## src/rtl/seq_det_prog.sv

```systemverilog
// seq_det_prog: runtime-programmable serial sequence detector with don't-care mask and saturating match counter
module seq_det_prog #(
    parameter int              LEN     = 4,
    parameter int              CNT_W   = 8,
    parameter bit              OVERLAP = 1'b1,
    parameter logic [LEN-1:0]  PAT_RST = 4'b1011
) (
    input  logic             clk,
    input  logic             reset,
    input  logic             en,
    input  logic             x,
    input  logic             cfg_wr,
    input  logic [LEN-1:0]   cfg_pat,
    input  logic [LEN-1:0]   cfg_mask,
    input  logic             cfg_ovl,
    input  logic             cnt_clr,
    output logic             z,
    output logic [CNT_W-1:0] match_cnt,
    output logic             cnt_sat
);
    localparam int FW = $clog2(LEN + 1);
    localparam logic [FW-1:0] FULL = FW'(LEN);

    logic [LEN-1:0]   hist_q, hist_d, pat_q, pat_d, mask_q, mask_d, hist_sh;
    logic [FW-1:0]    fill_q, fill_d, fill_inc;
    logic             ovl_q, ovl_d, z_q, z_d, sat_q, sat_d, hit;
    logic [CNT_W-1:0] cnt_q, cnt_d;

    // Next-state: shift/compare on samples, config load overrides sampling, counter saturates
    always_comb begin
        hist_sh  = {hist_q[LEN-2:0], x};
        fill_inc = (fill_q == FULL) ? FULL : fill_q + FW'(1);
        hit      = en && !cfg_wr && (fill_inc == FULL) && (((hist_sh ^ pat_q) & mask_q) == '0);
        pat_d    = cfg_wr ? cfg_pat : pat_q;
        mask_d   = cfg_wr ? cfg_mask : mask_q;
        ovl_d    = cfg_wr ? cfg_ovl : ovl_q;
        hist_d   = cfg_wr ? '0 : (en ? hist_sh : hist_q);
        fill_d   = cfg_wr ? '0 : (!en ? fill_q : ((hit && !ovl_q) ? '0 : fill_inc));
        z_d      = hit;
        cnt_d    = cnt_clr ? '0 : ((hit && !(&cnt_q)) ? cnt_q + CNT_W'(1) : cnt_q);
        sat_d    = !cnt_clr && (sat_q || (&cnt_d));
    end

    // State registers with asynchronous active-low reset
    always_ff @(posedge clk or negedge reset) begin
        if (!reset) begin
            hist_q <= '0;
            fill_q <= '0;
            pat_q  <= PAT_RST;
            mask_q <= '1;
            ovl_q  <= OVERLAP;
            z_q    <= 1'b0;
            cnt_q  <= '0;
            sat_q  <= 1'b0;
        end else begin
            hist_q <= hist_d;
            fill_q <= fill_d;
            pat_q  <= pat_d;
            mask_q <= mask_d;
            ovl_q  <= ovl_d;
            z_q    <= z_d;
            cnt_q  <= cnt_d;
            sat_q  <= sat_d;
        end
    end

    assign z         = z_q;
    assign match_cnt = cnt_q;
    assign cnt_sat   = sat_q;
endmodule
```

## config.mk

```make
export PLATFORM = sky130hd
export DESIGN_NAME = seq_det_prog
export DESIGN_NICKNAME = d
export VERILOG_FILES = /design/src/rtl/seq_det_prog.sv
export SDC_FILE = /design/constraint.sdc
export NUM_CORES = 1
export LEC_CHECK = 0
export CAP_MARGIN = 40
export CORE_ASPECT_RATIO = 1.75
export CORE_MARGIN = 4
export CORE_UTILIZATION = 54
export CTS_CLUSTER_DIAMETER = 40
export CTS_CLUSTER_SIZE = 25
export DETAILED_ROUTE_END_ITERATION = 16
export PLACE_DENSITY = 0.83
export SYNTH_ARGS = -nofsm -noshare
export SYNTH_HDL_FRONTEND = slang
export SYNTH_SLANG_ARGS = --single-unit
```

## constraint.sdc

```tcl
create_clock -name clk -period 4.5 [get_ports clk]
set_clock_uncertainty 0.2 [all_clocks]
set_input_delay 0.9 -clock clk [delete_from_list [all_inputs] [get_ports clk]]
set_output_delay 0.9 -clock clk [all_outputs]
set_load 0.03 [all_outputs]
```

==> results.md <==
- DR vias/cell: a little over 6
- Antenna-violating nets left: 0
- Post-synth EDFFs: 0
- CTS buffer count: 3
- DIE WIDTH: approximately 45 µm
- Leakage power: 0.677 nW
- WL per Instance: 16.2 µm
- Reg area: 636 µm²
- Crit path DAT: 3.10 ns
- Max clock buf depth: 2
- Crit path max-delay family: simple AND/OR/NAND/NOR gates
- Mapped Area: ~0.0013 mm²
- # DRC: 0
- Initial antenna violation count: 0
- Buf/Inv on CP: 1
- Root Driver: clkbuf_8
- Pwr Density: around 260 mW/mm²
- Top_reg_cell synth: dfrtp_1
- Most frequent cells in the layout: clkdlybuf4s50_1, dfrtp_1, nor2_1
- Placement Rows: 23
- Fmax: about 320 MHz
- Mapped Cells: approximately 120
- DRT iter0 DRCs: 42
- Synth Register Bits: 25
- Peak supply drop: 0.174 mV
- Fillers: about 190
- Largest fanout on the critical path: 10
- Post-cts hold buffer count: 0
- Synthesized area per cell: around 10 µm²
- Synth top area share: 0.328
- Hold_sp: fill_q[2]
- Critical-path top delay cell: clkdlybuf4s50_1
- I/O pin count: 25
- Die area: around 0.0033 mm²
- Buffer count from post-CTS setup fixing: 0
- DRT Pass-1 Iters: 4
- Distinct cells, synth: 37
- Worst hold-check slack: around 0.34 ns
- Number of max-cap violations: 0
- Cts repair resizes: 0
- Req. time, crit path: about 4.5 ns
- Clock sinks: 25
- Number of global-route vias before repair: about 1.1k
- Final Hold Vio Count: 0
- Crit. End Element: flop
- Routability cong.: 0.969
- Die Y: ~73 µm
- Commonest non-fill, non-tap cell in the layout: clkdlybuf4s50_1
- Hold Path Class: flop to flop
- Port Buf Inserts: 24
- Post-synthesis sequential area ratio: 0.490
- Share of cells above drive strength 1: 0.187
- Reg2reg start: fill_q[0]
- Half-perimeter wire length after placement: between 2 and 2.5 mm
- Status: completed
- Fin. max-slew vios: 0
- GRT Util Overall: 0.197
- Total wire length: 2.84 mm
- Diodes inserted: 0
- First-pass GRT wire length: 4.86 mm
- Routed vias: approximately 1.1k
- Worst path cell trace: clkdlybuf4s50_1 > nor4b_2 > nand3_2 > nor4b_1 > o211ai_1 > o32ai_1
- CTS tree: built
- Post-Syn Nets: about 140
- Crit Path Class: input port to flop
- Setup-failing EPs final: 0
- YS warnings: 0
- Initial Util: 0.563
- Core Region: around 0.0023 mm²
- Global route overflow: 0
- Clk_lat worst skew: 0.27 ns
- Critical Path Source Type: input port
- H-Tree Depth: 1
- Least-Margin Pin Slew: just over 0.6 ns
- Largest area contributor in the netlist: dfrtp_1
- Setup TNS: 0 ns
- Slew HR: 0.584
- Final nets: 169
- Largest net degree at the start of global routing: 19
- Minimum clock period: 3.13 ns
- Largest cells by area after synthesis: dfrtp_1, dfstp_2, mux2_2
- Fin util: 0.709
- Multi-input logic area: ~610 µm²
- Critical Path Start: en
- Fin crit share: 0.696
- RSZ-0062 raised after global routing: no
- Area growth from synthesis to layout: 26.0%
- Largest stage delay, worst path: 0.67 ns
- Worst-path clk slew: about 0.08 ns
- Async set-or-reset flop fraction in the synthesized netlist: 1.00
[power by group]
part	switching, mW	total, mW	internal, mW
logic	0.0225	0.0521	0.0295
registers	0.00683	0.247	0.240
clock network	0.0694	0.131	0.0619
[metrics by stage]
stage	setup slack (ns)	power, mW	std cells	cell area, µm²
6_report	1.37	0.431	175	1630
2_1_floorplan	1.78	0.277	124	1300
3_3_place_gp	1.23	0.298	170	1560
3_5_place_dp	1.12	0.305	171	1590
4_1_cts	1.37	0.432	175	1630
5_1_grt	1.20	0.450	175	1630
[flip-flops by register name (all words and copies together), names as in the netlist]
register	count
z	1
pat_q	4
fill_q	3
ovl_q	1
hist_q	3
cnt_sat	1
mask_q	4
match_cnt	8
[worst paths after layout]
path                        endpoint  slack [ns]  cells after the start
setup reg to reg             cnt_sat        1.66                      8
hold / removal             fill_q[2]        0.34                      2
min in group asynchronous  fill_q[0]        0.74                      1
max in group asynchronous  mask_q[3]        2.84                      2
hold reg to reg            fill_q[2]        0.34                      2
setup / recovery             cnt_sat        1.37                      6
[Yosys cell counts, drive strengths merged (2+ instances only)]
library cell  count
nand2            10
a41oi             2
a21oi             6
mux2i             3
nor4              2
xor2              4
inv               6
mux2             10
nand2b            3
ha                3
clkbuf            3
dfrtp            17
o21ai             4
nor2             13
nor3              5
nand3             4
dfstp             8
nor2b             2
nor4b             2
xnor2             3
[logic make-up (layout without fill, tap and decap cells)]
| group | count (synthesis) | in the layout | share of synthesized area |
|---|---|---|---|
| buffers and inverters | 11 | 37 | 0.0367 |
| XOR/XNOR | 7 | 7 | 0.0473 |
| multiplexers | 13 | 13 | 0.110 |
| flip-flops | 25 | 25 | 0.490 |
| AND/OR/NAND/NOR | 44 | 44 | 0.174 |
| adder cells (fa/ha/maj) | 3 | 3 | 0.0290 |
| AO/OA/AOI/OAI | 21 | 21 | 0.113 |
[worst register-to-register path, delay by kind of cell, from the launching register on]
family	cells	cell delay (ns)
compound gates	3	0.95
simple gates	3	0.84
flops	1	0.38
fa+ha+maj	1	0.31
buf+inv	1	0.07
[layout make-up]
| class | count | share of cell area |
|---|---|---|
| Tap cell | 25 | 0.0192 |
| Timing Repair Buffer | 26 | 0.169 |
| Clock inverter | 1 | 0.00307 |
| Clock buffer | 3 | 0.0253 |
| Multi-Input combinational cell | 88 | 0.375 |
| Inverter | 7 | 0.0192 |
| Sequential cell | 25 | 0.389 |
[layer usage]
| layer | track usage | share of wire | vias up |
|---|---|---|---|
| li1 | - | - | 492 |
| met1 | 0.227 | 0.37 | 525 |
| met2 | 0.344 | 0.55 | 44 |
| met3 | 0.0420 | 0.061 | 7 |
| met4 | 0.0717 | 0.018 | 0 |
| met5 | 0 | 0 | - |
(Power assumes the default switching activity.)
